`config.mk`:
```
export PLATFORM = sky130hd
export DESIGN_NAME = i2c_apb_arbiter_flat
export DESIGN_NICKNAME = d
export VERILOG_FILES = /design/src/rtl/i2c_apb_arbiter_if.sv /design/src/rtl/i2c_apb_arbiter.sv /design/src/flat_wrapper.sv
export SDC_FILE = /design/constraint.sdc
export NUM_CORES = 1
export LEC_CHECK = 0
export BUFFER_PORTS_ARGS = -buffer_cell sky130_fd_sc_hd__buf_2
export CAP_MARGIN = 20
export CORE_UTILIZATION = 55
export DETAILED_ROUTE_END_ITERATION = 8
export PLACE_DENSITY = 0.82
export SYNTH_ARGS = -nofsm -noshare
export SYNTH_HDL_FRONTEND = slang
export SYNTH_SLANG_ARGS = --single-unit
```
`constraint.sdc`:
```
create_clock -name pclk_i -period 3.7 [get_ports pclk_i]
set_input_delay 0 -clock pclk_i [delete_from_list [all_inputs] [get_ports pclk_i]]
set_output_delay 0 -clock pclk_i [all_outputs]
set_load 0.03 [all_outputs]
```
`src/rtl/i2c_apb_arbiter_if.sv`:
```
// Request/acknowledge and APB master bundle for i2c_apb_arbiter.
// master: arbiter side (drives APB controls, acks); slave: requesters plus APB target side.
interface i2c_apb_arbiter_if;
    logic [1:0] req_i;
    logic [6:0] req0_saddr_i;
    logic [6:0] req1_saddr_i;
    logic       req0_rw_i;
    logic       req1_rw_i;
    logic [7:0] req0_wdata_i;
    logic [7:0] req1_wdata_i;
    logic [1:0] ack_o;
    logic [7:0] rdata_o;
    logic       nack_o;
    logic       timeout_o;
    logic       busy_o;
    logic       psel_o;
    logic       penable_o;
    logic       pwrite_o;
    logic [7:0] paddr_o;
    logic [7:0] pwdata_o;
    logic [7:0] prdata_i;
    logic       pready_i;

    modport master (
        input  req_i, req0_saddr_i, req1_saddr_i,
        input  req0_rw_i, req1_rw_i, req0_wdata_i, req1_wdata_i,
        input  prdata_i, pready_i,
        output ack_o, rdata_o, nack_o, timeout_o, busy_o,
        output psel_o, penable_o, pwrite_o, paddr_o, pwdata_o
    );

    modport slave (
        output req_i, req0_saddr_i, req1_saddr_i,
        output req0_rw_i, req1_rw_i, req0_wdata_i, req1_wdata_i,
        output prdata_i, pready_i,
        input  ack_o, rdata_o, nack_o, timeout_o, busy_o,
        input  psel_o, penable_o, pwrite_o, paddr_o, pwdata_o
    );
endinterface

```
`src/rtl/i2c_apb_arbiter.sv`:
```
// Round-robin sequencer sharing an APB-programmed I2C master between two requesters.
// Ports: pclk_i, preset_i (async, active-high), bus (requests, acks/results, APB master).
module i2c_apb_arbiter #(
    parameter logic [7:0]  REG_SADDR  = 8'h00,
    parameter logic [7:0]  REG_TXDATA = 8'h01,
    parameter logic [7:0]  REG_CMD    = 8'h02,
    parameter logic [7:0]  REG_STATUS = 8'h03,
    parameter logic [7:0]  REG_RXDATA = 8'h04,
    parameter int unsigned POLL_MAX   = 16
) (
    input  logic               pclk_i,
    input  logic               preset_i,
    i2c_apb_arbiter_if.master  bus
);

    typedef enum logic [2:0] {
        IDLE, SADDR, TXDATA, CMD, STAT, RXDATA, DONE
    } state_t;

    localparam logic [7:0] POLL_LIM = 8'(POLL_MAX);

    state_t     state;
    state_t     nxt;
    logic       gnt;
    logic       last_grant;
    logic [6:0] saddr;
    logic       rw;
    logic [7:0] wdata;
    logic [7:0] poll_cnt;
    logic [7:0] poll_nxt;
    logic       pick;
    logic [6:0] sel_saddr;
    logic       sel_rw;
    logic [7:0] sel_wdata;
    logic [7:0] nxt_addr;
    logic [7:0] nxt_wdata;

    // Requester 1 wins a tie only when requester 0 was served last.
    assign pick      = bus.req_i[1] & (~bus.req_i[0] | ~last_grant);
    assign sel_saddr = pick ? bus.req1_saddr_i : bus.req0_saddr_i;
    assign sel_rw    = pick ? bus.req1_rw_i    : bus.req0_rw_i;
    assign sel_wdata = pick ? bus.req1_wdata_i : bus.req0_wdata_i;
    assign poll_nxt  = poll_cnt + 8'd1;

    // State following a completed transfer in the current state.
    always_comb begin
        nxt = DONE;
        unique case (state)
            SADDR:  nxt = rw ? CMD : TXDATA;
            TXDATA: nxt = CMD;
            CMD:    nxt = STAT;
            STAT: begin
                if (bus.prdata_i[0])
                    nxt = (bus.prdata_i[1] | ~rw) ? DONE : RXDATA;
                else if (poll_nxt == POLL_LIM)
                    nxt = DONE;
                else
                    nxt = STAT;
            end
            default: nxt = DONE;
        endcase
    end

    // Address/data for the SETUP phase of the next transfer.
    always_comb begin
        nxt_addr  = REG_STATUS;
        nxt_wdata = bus.pwdata_o;
        unique case (nxt)
            TXDATA: begin
                nxt_addr  = REG_TXDATA;
                nxt_wdata = wdata;
            end
            CMD: begin
                nxt_addr  = REG_CMD;
                nxt_wdata = {6'b0, rw, 1'b1};
            end
            RXDATA:  nxt_addr = REG_RXDATA;
            default: nxt_addr = REG_STATUS;
        endcase
    end

    always_ff @(posedge pclk_i or posedge preset_i) begin
        if (preset_i) begin
            state         <= IDLE;
            gnt           <= 1'b0;
            last_grant    <= 1'b1;
            saddr         <= '0;
            rw            <= 1'b0;
            wdata         <= '0;
            poll_cnt      <= '0;
            bus.ack_o     <= '0;
            bus.rdata_o   <= '0;
            bus.nack_o    <= 1'b0;
            bus.timeout_o <= 1'b0;
            bus.busy_o    <= 1'b0;
            bus.psel_o    <= 1'b0;
            bus.penable_o <= 1'b0;
            bus.pwrite_o  <= 1'b0;
            bus.paddr_o   <= '0;
            bus.pwdata_o  <= '0;
        end else begin
            unique case (state)
                IDLE: begin
                    if (|bus.req_i) begin
                        gnt           <= pick;
                        saddr         <= sel_saddr;
                        rw            <= sel_rw;
                        wdata         <= sel_wdata;
                        bus.nack_o    <= 1'b0;
                        bus.timeout_o <= 1'b0;
                        bus.busy_o    <= 1'b1;
                        bus.psel_o    <= 1'b1;
                        bus.penable_o <= 1'b0;
                        bus.pwrite_o  <= 1'b1;
                        bus.paddr_o   <= REG_SADDR;
                        bus.pwdata_o  <= {1'b0, sel_saddr};
                        state         <= SADDR;
                    end
                end
                DONE: begin
                    bus.ack_o  <= '0;
                    bus.busy_o <= 1'b0;
                    last_grant <= gnt;
                    state      <= IDLE;
                end
                default: begin
                    if (!bus.penable_o) begin
                        bus.penable_o <= 1'b1;
                    end else if (bus.pready_i) begin
                        bus.penable_o <= 1'b0;
                        state         <= nxt;
                        if (nxt == DONE) begin
                            bus.psel_o   <= 1'b0;
                            bus.pwrite_o <= 1'b0;
                            bus.ack_o    <= gnt ? 2'b10 : 2'b01;
                        end else begin
                            bus.psel_o   <= 1'b1;
                            bus.pwrite_o <= (nxt == TXDATA) || (nxt == CMD);
                            bus.paddr_o  <= nxt_addr;
                            bus.pwdata_o <= nxt_wdata;
                        end
                        if (state == CMD)
                            poll_cnt <= '0;
                        if (state == STAT) begin
                            poll_cnt <= poll_nxt;
                            if (bus.prdata_i[0])
                                bus.nack_o <= bus.prdata_i[1];
                            else if (poll_nxt == POLL_LIM)
                                bus.timeout_o <= 1'b1;
                        end
                        if (state == RXDATA)
                            bus.rdata_o <= bus.prdata_i;
                    end
                end
            endcase
        end
    end

endmodule
```
`src/flat_wrapper.sv`:
```
// flat-port wrapper written by rule: the top's interface ports become plain ports
module i2c_apb_arbiter_flat 
#(
    parameter logic [7:0]  REG_SADDR  = 8'h00,
    parameter logic [7:0]  REG_TXDATA = 8'h01,
    parameter logic [7:0]  REG_CMD    = 8'h02,
    parameter logic [7:0]  REG_STATUS = 8'h03,
    parameter logic [7:0]  REG_RXDATA = 8'h04,
    parameter int unsigned POLL_MAX   = 16
)
  (pclk_i, preset_i, bus_req_i, bus_req0_saddr_i, bus_req1_saddr_i, bus_req0_rw_i, bus_req1_rw_i, bus_req0_wdata_i, bus_req1_wdata_i, bus_prdata_i, bus_pready_i, bus_ack_o, bus_rdata_o, bus_nack_o, bus_timeout_o, bus_busy_o, bus_psel_o, bus_penable_o, bus_pwrite_o, bus_paddr_o, bus_pwdata_o);
  i2c_apb_arbiter_if bus_i ();
  input  logic pclk_i;
  input  logic preset_i;
  input wire logic [$bits(bus_i.req_i)-1:0] bus_req_i;
  input wire logic [$bits(bus_i.req0_saddr_i)-1:0] bus_req0_saddr_i;
  input wire logic [$bits(bus_i.req1_saddr_i)-1:0] bus_req1_saddr_i;
  input wire logic [$bits(bus_i.req0_rw_i)-1:0] bus_req0_rw_i;
  input wire logic [$bits(bus_i.req1_rw_i)-1:0] bus_req1_rw_i;
  input wire logic [$bits(bus_i.req0_wdata_i)-1:0] bus_req0_wdata_i;
  input wire logic [$bits(bus_i.req1_wdata_i)-1:0] bus_req1_wdata_i;
  input wire logic [$bits(bus_i.prdata_i)-1:0] bus_prdata_i;
  input wire logic [$bits(bus_i.pready_i)-1:0] bus_pready_i;
  output wire logic [$bits(bus_i.ack_o)-1:0] bus_ack_o;
  output wire logic [$bits(bus_i.rdata_o)-1:0] bus_rdata_o;
  output wire logic [$bits(bus_i.nack_o)-1:0] bus_nack_o;
  output wire logic [$bits(bus_i.timeout_o)-1:0] bus_timeout_o;
  output wire logic [$bits(bus_i.busy_o)-1:0] bus_busy_o;
  output wire logic [$bits(bus_i.psel_o)-1:0] bus_psel_o;
  output wire logic [$bits(bus_i.penable_o)-1:0] bus_penable_o;
  output wire logic [$bits(bus_i.pwrite_o)-1:0] bus_pwrite_o;
  output wire logic [$bits(bus_i.paddr_o)-1:0] bus_paddr_o;
  output wire logic [$bits(bus_i.pwdata_o)-1:0] bus_pwdata_o;
  assign bus_i.req_i = bus_req_i;
  assign bus_i.req0_saddr_i = bus_req0_saddr_i;
  assign bus_i.req1_saddr_i = bus_req1_saddr_i;
  assign bus_i.req0_rw_i = bus_req0_rw_i;
  assign bus_i.req1_rw_i = bus_req1_rw_i;
  assign bus_i.req0_wdata_i = bus_req0_wdata_i;
  assign bus_i.req1_wdata_i = bus_req1_wdata_i;
  assign bus_i.prdata_i = bus_prdata_i;
  assign bus_i.pready_i = bus_pready_i;
  assign bus_ack_o = bus_i.ack_o;
  assign bus_rdata_o = bus_i.rdata_o;
  assign bus_nack_o = bus_i.nack_o;
  assign bus_timeout_o = bus_i.timeout_o;
  assign bus_busy_o = bus_i.busy_o;
  assign bus_psel_o = bus_i.psel_o;
  assign bus_penable_o = bus_i.penable_o;
  assign bus_pwrite_o = bus_i.pwrite_o;
  assign bus_paddr_o = bus_i.paddr_o;
  assign bus_pwdata_o = bus_i.pwdata_o;
  i2c_apb_arbiter #(.REG_SADDR(REG_SADDR), .REG_TXDATA(REG_TXDATA), .REG_CMD(REG_CMD), .REG_STATUS(REG_STATUS), .REG_RXDATA(REG_RXDATA), .POLL_MAX(POLL_MAX)) u_core (.pclk_i(pclk_i), .preset_i(preset_i), .bus(bus_i));
endmodule
```
# == Yosys cells after proc, flatten, opt, wreduce, memory -nomap -nowiden ==
# Index checks and enable logic that the tools add are counted.
# Widths: inputs -> output; s select.
# op_classes
add_sub_neg,1
n_eq_ne,14
mux,56
bitwise_logic,9
n_reduce_logical,29
# op_table
op,n
$mux 8,11
$pmux 8 s2,3
$mux 1,21
$reduce_bool 2->1,10
$reduce_and 4->1,4
$eq 3x3->1 const B,5
$eq 3x2->1 const B,4
$mux 2,6
$mux 3,4
$pmux 1 s2,6
$pmux 3 s4,1
$reduce_and 6->1,2
$pmux 3 s3,1
$reduce_bool 3->1,3
$add 8x1->8 const B,1
$eq 8x5->1 const B,1
$mux 7,1
$reduce_and 7->1,1
$not 1->1,6
$pmux 3 s2,1
$reduce_and 2->1,3
$reduce_and 5->1,1
$ne 2x1->1 const B,2
$pmux 2 s2,1
8 further kinds,10
# totals
register_bits,54
in_bits,45
elab_cells,125

# == Logic depth before layout (Yosys ltp) ==
# Gate-level depths: netlist (run 1).
# depth
word_depth,11
depth_mapped,7

# == Worst setup path before layout (run 1) ==
# No wires, ideal clock.
# synth_path
kind,flip-flop to flip-flop
startpoint,register u_core.poll_cnt[0]
endpoint,register u_core.bus.paddr_o[0]
setup_ns,0.125
arrival_time_ns,1.660
required_ns,3.575
slack_ns,1.915
stages_incl_launch_ff,7
n_path_buf,0
cell_sequence,dfrtp_1 -> ha_1 -> nor3b_1 -> a31oi_1 -> a2111oi_4 -> nor2_4 -> mux2_4
# synth_between
elab_chain_len,11
# synth_lines
element,line_no,text
from (decl),i2c_apb_arbiter.sv:29,logic [7:0] poll_cnt;
from (signal assigned),i2c_apb_arbiter.sv:145,poll_cnt <= poll_nxt;
$add 8x1->8 *,i2c_apb_arbiter.sv:43,assign poll_nxt = poll_cnt + 8'd1;
$eq 8x5->1 *,i2c_apb_arbiter.sv:55,else if (poll_nxt == POLL_LIM)
$mux 2 *,i2c_apb_arbiter.sv:55,
$mux 3 *,i2c_apb_arbiter.sv:53,if (bus.prdata_i[0])
$pmux 3 s4 *,i2c_apb_arbiter.sv:48,unique case (state)
$eq 3x3->1 or $eq 3x2->1 (tied branches),i2c_apb_arbiter.sv:68,unique case (nxt)
$pmux 3 s3,i2c_apb_arbiter.sv:68,
$mux 8,i2c_apb_arbiter.sv:132,if (nxt == DONE) begin
$mux 8,i2c_apb_arbiter.sv:129,end else if (bus.pready_i) begin
$mux 8,i2c_apb_arbiter.sv:127,if (!bus.penable_o) begin
$pmux 8 s2,i2c_apb_arbiter.sv:102,unique case (state)
to (signal assigned),i2c_apb_arbiter.sv:139,bus.paddr_o <= nxt_addr;
to (decl),i2c_apb_arbiter_if.sv:29,"output psel_o, penable_o, pwrite_o, paddr_o, pwdata_o"
# Every way passes the cells marked *; elsewhere a longest branch is shown, timed or not. The select of a mux whose other input is x is not followed.
# A chain may end at the register's enable or synchronous reset.

==> flow_summary.json, run 1 <==
{
  "status": "complete, but fails checks",
  "violations": "DRC",
  "required_ns": 3.90,
  "hold_path_class": "in -> reg",
  "die_height_um": 71.0,
  "cts-htree-levels": 2,
  "grt_pass1_vias": 2048,
  "grt_use_total": 0.244,
  "cts_num_sinks": 49,
  "area_growth_pct": 21.8,
  "place_congestion": 0.817,
  "rsz0062_at_grt": "no",
  "synth.cell_area_mm2": 0.00262,
  "endpoint_kind": "flop",
  "ioPinCount": 77,
  "relSlewSlack": 0.333,
  "syn_avg_cell_area_um2": 10.2,
  "p_total_mw": 2.42,
  "die_x_um": 71.0,
  "yosys.area.top_type": "dfrtp_1",
  "crit_family": "simple AND/OR/NAND/NOR gates",
  "via_count": 2141,
  "syn_inst": 257,
  "fillers": 323,
  "fmax_mhz": 424,
  "switchingPower_mw": 1.08,
  "synth_flop_cell": "dfrtp_1",
  "hold_start": "bus_req0_wdata_i[2]",
  "vias_per_cell": 5.50,
  "p_sw_frac": 0.448,
  "first_pass_iters": 7,
  "critPathMaxFanout": 18,
  "grt_start_max_net_pins": 50,
  "synth_edf_count": 0,
  "coreArea_mm2": 0.00447,
  "clock_path_buffers": 2,
  "clock_skew_ns": 0.00816,
  "insertion_delay_ns": 0.31,
  "cts_made_buffers": 5,
  "cpPeakStageDelay_ns": 0.70,
  "seqPwrFrac": 0.393,
  "start_util": 0.584,
  "cts-root-buf": "clkbuf_8",
  "cts_tree": "yes",
  "startpoint_type": "flop",
  "wl_per_cell_um": 14.7,
  "synthTopCellsByCount": "dfrtp_1, nand2_1, o21ai_0",
  "finalHoldViolations": 0,
  "cp_num_buf_inv": 0,
  "crit_type": "reg -> reg",
  "leakagePower_nw": 1.51,
  "drc": 5,
  "num_rows": 24,
  "slew_viol_final": 0,
  "setup_tns_ns": 0,
  "hpwl_um": 3970,
  "clkPwrFrac": 0.137,
  "crit_chain": "nor3_2, o21a_1, o221ai_2, nor2_4, mux2_4",
  "routed_wl_um": 5710,
  "async_flop_share": 1.00,
  "setup_viol": 0,
  "antenna_left": 0,
  "yosysWarnings": 0,
  "powerDensity_mw_per_mm2": 760,
  "fin_crit_ns": 2.36,
  "maxCapViolCount": 0,
  "diodes": 0,
  "dr.first_iter.drc_count": 163,
  "drive_gt1_frac": 0.329,
  "grt_pass1_wl_um": 9460,
  "cts.reportedPaths.clkPinSlew_ns": 0.09,
  "post_cts_resized": 0,
  "p_int_mw": 1.34,
  "synth_cell_type_count": 55,
  "synth_top_area_frac": 0.459,
  "crit_slowest_cell": "nor3_2",
  "synthTopCellsByArea": "dfrtp_1, mux2_2, o21ai_0, nand2_1, mux2i_1",
  "grt_overflow": 0,
  "synth-seq-cells": 49,
  "synth.most_common_cell": "dfrtp_1",
  "worst_pin_slew_ns": 0.993,
  "ys_seq_area_frac": 0.469,
  "port-buffer-count": 71,
  "die_area_mm2": 0.00503,
  "critical_path_arrival_ns": 2.56,
  "fin_nets": 383,
  "p_comb_frac": 0.470,
  "ir_worst_vdd_uv": 419,
  "antenna_found_initial": 0,
  "period_share": 0.638
}
-- worst paths after layout --
| check | to | slack [ns] | cells past startpoint |
|---|---|---|---|
| max | u_core.bus.paddr_o[1] | 1.34 | 5 |
| min | u_core.wdata[2] | 0.003 | 3 |
| max reg2reg | u_core.bus.paddr_o[1] | 1.34 | 5 |
| min reg2reg | u_core.bus.pwdata_o[3] | 0.49 | 2 |
| max in group asynchronous | u_core.last_grant | 3.08 | 4 |
| min in group asynchronous | u_core.bus.rdata_o[5] | 0.12 | 3 |
-- flip-flops by register name (all words and copies together), names as in the netlist, 2 cells and up, named ones only --
signal               flops
u_core.poll_cnt          8
u_core.bus.pwdata_o      8
u_core.bus.ack_o         2
u_core.wdata             8
u_core.bus.paddr_o       3
u_core.state             2
u_core.bus.rdata_o       8
-- per-stage QoR --
stage | hold WS [ns] | worst slack, ns | utilization | instance area [um2] | cells
after floorplan | 0.152 | 1.91 | - | 2630 | 261
after CTS | 0.00603 | 1.33 | 0.707 | 3160 | 388
after global routing | 0.0156 | 1.12 | 0.712 | 3180 | 389
after detailed placement | 0.238 | 1.38 | 0.664 | 2970 | 370
after global placement | 0.232 | 1.43 | 0.664 | 2970 | 370
final | 0.00255 | 1.34 | 0.712 | 3180 | 389
-- worst min-delay path: cells and delay by family --
kind                   cells  cell delay (ns)
buffers and inverters      1             0.07
AO/OA/AOI/OAI              1             0.14
multiplexers               1             0.05
-- per-layer routing --
layer  wire [um]  track usage  part of all wire
met1        2510        0.318              0.44
met2        2810        0.407              0.49
met3         275       0.0456             0.048
met4         113       0.0956             0.020
met5           0            0                 0
-- repair_timing --
item / 4_1_cts / 5_1_grt
setup buffers: 0 / 0
endpoints found under the hold margin: 56 / 0
hold buffers: 10 / 0
-- cell type report --
| cell class | instances | area, um2 | share of cell area |
|---|---|---|---|
| Clock buffer | 7 | 86.3 | 0.0271 |
| Clock inverter | 1 | 7.51 | 0.00236 |
| Inverter | 5 | 18.8 | 0.00589 |
| Multi-Input combinational cell | 192 | 1300 | 0.407 |
| Sequential cell | 49 | 1230 | 0.385 |
| Tap cell | 52 | 65.1 | 0.0204 |
| Timing Repair Buffer | 83 | 483 | 0.152 |
-- logic make-up after synthesis --
group / count (synthesis) / share of synthesized area
adder cells (fa/ha/maj): 2 / 0.00957
multiplexers: 30 / 0.126
flip-flops: 49 / 0.469
other: 1 / 0.00143
AND/OR/NAND/NOR: 76 / 0.150
buffers and inverters: 20 / 0.0421
XOR/XNOR: 4 / 0.0134
AO/OA/AOI/OAI: 75 / 0.189
-- power groups by stage --
stage               clock, mW  combinational [mW]  sequential [mW]
global placement            0                1.09            0.937
global route            0.355                1.25            0.980
CTS                     0.336                1.14            0.945
floorplan                   0               0.660             1.13
detailed placement          0                1.12            0.951
finish                  0.332                1.14            0.951
-- placed cells by master (no fill, tap or decap), types with 2 or more instances in the layout --
master | netlist | final
a21o_1 | 2 | 2
a31oi_1 | 4 | 4
nor3_2 | 2 | 2
conb_1 | 1 | 5
ha_1 | 2 | 2
clkbuf_8 | 0 | 6
mux2i_1 | 13 | 13
nor2_1 | 13 | 13
inv_1 | 5 | 4
o21ai_1 | 4 | 4
o21ai_0 | 28 | 28
nand3_1 | 5 | 5
a21oi_1 | 11 | 11
nor3b_1 | 2 | 2
dlygate4sd3_1 | 0 | 10
buf_2 | 4 | 71
a22oi_1 | 5 | 5
dfrtp_1 | 48 | 48
nand2_1 | 36 | 36
mux2_2 | 15 | 15
xor2_1 | 2 | 2
a22o_1 | 3 | 3
o22ai_1 | 3 | 3
nand2b_1 | 3 | 3
mux2_4 | 2 | 2
xnor2_1 | 2 | 2
o21a_1 | 4 | 4
(Power assumes the default switching activity.)
==> inputs of run 2 (changes only) <==
Settings changed: CORE_UTILIZATION 55 to 47, PLACE_DENSITY 0.82 to 0.75.
Clock period 3.7 ns to 2.1 ns, I/O delays scaled along.
==> flow_summary.json, run 2 (synthesized netlist as in run 1, its figures left out) <==
{
  "via_count": 2269,
  "endpoint_kind": "flop",
  "cts.reportedPaths.clkPinSlew_ns": 0.09,
  "area_growth_pct": 29.6,
  "cts-htree-levels": 2,
  "fin_crit_ns": 1.90,
  "startpoint_type": "flop",
  "cts-root-buf": "clkbuf_8",
  "ir_worst_vdd_uv": 594,
  "setup_viol": 0,
  "cts_tree": "yes",
  "slew_viol_final": 0,
  "rsz0062_at_grt": "no",
  "antenna_found_initial": 0,
  "first_pass_iters": 5,
  "vias_per_cell": 5.28,
  "final_util": 0.647,
  "fmax_mhz": 528,
  "grt_start_max_net_pins": 50,
  "start_util": 0.499,
  "critical_path_arrival_ns": 2.09,
  "relSlewSlack": 0.609,
  "port-buffer-count": 71,
  "critPathMaxFanout": 10,
  "layout_common_cells": "buf_2, dfrtp_1, nand2_1",
  "coreArea_mm2": 0.00524,
  "antenna_left": 0,
  "period_share": 0.903,
  "status": "finished clean",
  "place_congestion": 0.893,
  "post-place-cells": 402,
  "leakagePower_nw": 1.61,
  "final_cell_area_mm2": 0.00339,
  "fin_nets": 406,
  "insertion_delay_ns": 0.30,
  "crit_type": "reg -> reg",
  "maxCapViolCount": 0,
  "worst_pin_slew_ns": 0.587,
  "diodes": 0,
  "setup_tns_ns": 0,
  "hold_path_class": "in -> reg",
  "hold_slack_ns": 0.00374,
  "die_height_um": 76.6,
  "grt_pass1_vias": 2041,
  "clock_skew_ns": 0.00596,
  "drc": 0,
  "cts_made_buffers": 5,
  "routed_wl_um": 5790,
  "drive_gt1_frac": 0.344,
  "die_area_mm2": 0.00587,
  "clock_path_buffers": 2,
  "hpwl_um": 4120,
  "powerDensity_mw_per_mm2": 1280,
  "placed_area_mm2": 0.00310,
  "finalHoldViolations": 0,
  "final-instance-count-excl-fill": 430,
  "cts_num_sinks": 49,
  "ioPinCount": 77,
  "pre_cts_slack_ns": 0.209,
  "num_rows": 26,
  "wl_per_cell_um": 13.5,
  "p_total_mw": 4.33,
  "layout_commonest_cell": "buf_2",
  "die_x_um": 76.6,
  "grt_pass1_wl_um": 9360,
  "fin_ws_ns": 0.204,
  "grt_use_total": 0.202,
  "dr.first_iter.drc_count": 170,
  "required_ns": 2.29,
  "grt_overflow": 0
}
run 2: cell count changes in the layout (fill, tap and decap cells not counted):
cell           previous run  this run
clkinvlp_4                1         0
clkinv_2                  0         2
buf_4                     1        15
dlygate4sd3_1            10        20
clkbuf_8                  6         5
a21boi_2                  1         0
buf_12                    1         0
a21boi_4                  0         1
run 2: final cells by class:
type,count,area [um2]
clock inverters,2,10.0
clock buffers,6,72.6
well taps,70,87.6
repair buffers,106,668
inverters,5,18.8
multi-input cells,192,1300
fillers,427,1850
flip-flops and latches,49,1230
run 2: power by group:
part / total [mW] / internal (mW) / switching, mW
sequential: 1.61 / 1.33 / 0.280
combinational: 2.19 / 0.886 / 1.30
clock: 0.542 / 0.232 / 0.311
run 2: what timing repair did:
action | CTS | global route
hold endpoints to repair | 61 | 0
buffers inserted | 0 | 0
hold buffers | 20 | 0
endpoints found under the setup margin | 0 | 5
gates resized for setup | 0 | 1
run 2: critical path, stage by stage, from the launching register on:
cell	delay [ns]
dfstp_2	0.39
a21boi_4	0.34
buf_4	0.23
mux2i_1	0.19
dlygate4sd3_1	0.57
o21ai_0	0.07
run 2: layer usage:
layer / GRT usage / share of wire / up-vias
met3: 0.0419 / 0.049 / 5
met2: 0.334 / 0.48 / 73
met5: 0 / 0 / -
li1: - / - / 1124
met4: 0.0404 / 0.0071 / 0
met1: 0.275 / 0.46 / 1067
run 2: worst paths after layout:
| path | slack, ns | endpoint | startpoint | depth (start not counted) |
|---|---|---|---|---|
| hold reg to reg | 0.49 | u_core.bus.pwdata_o[4] | u_core.bus.pwdata_o[4] | 2 |
| setup / recovery | 0.20 | u_core.wdata[5] | u_core.last_grant | 5 |
| setup reg to reg | 0.20 | u_core.wdata[5] | u_core.last_grant | 5 |
| min in group asynchronous | 0.39 | u_core.bus.pwdata_o[4] | preset_i | 4 |
| hold / removal | 0.004 | u_core.wdata[1] | bus_req0_wdata_i[1] | 3 |
| max in group asynchronous | 1.30 | u_core.poll_cnt[1] | preset_i | 4 |
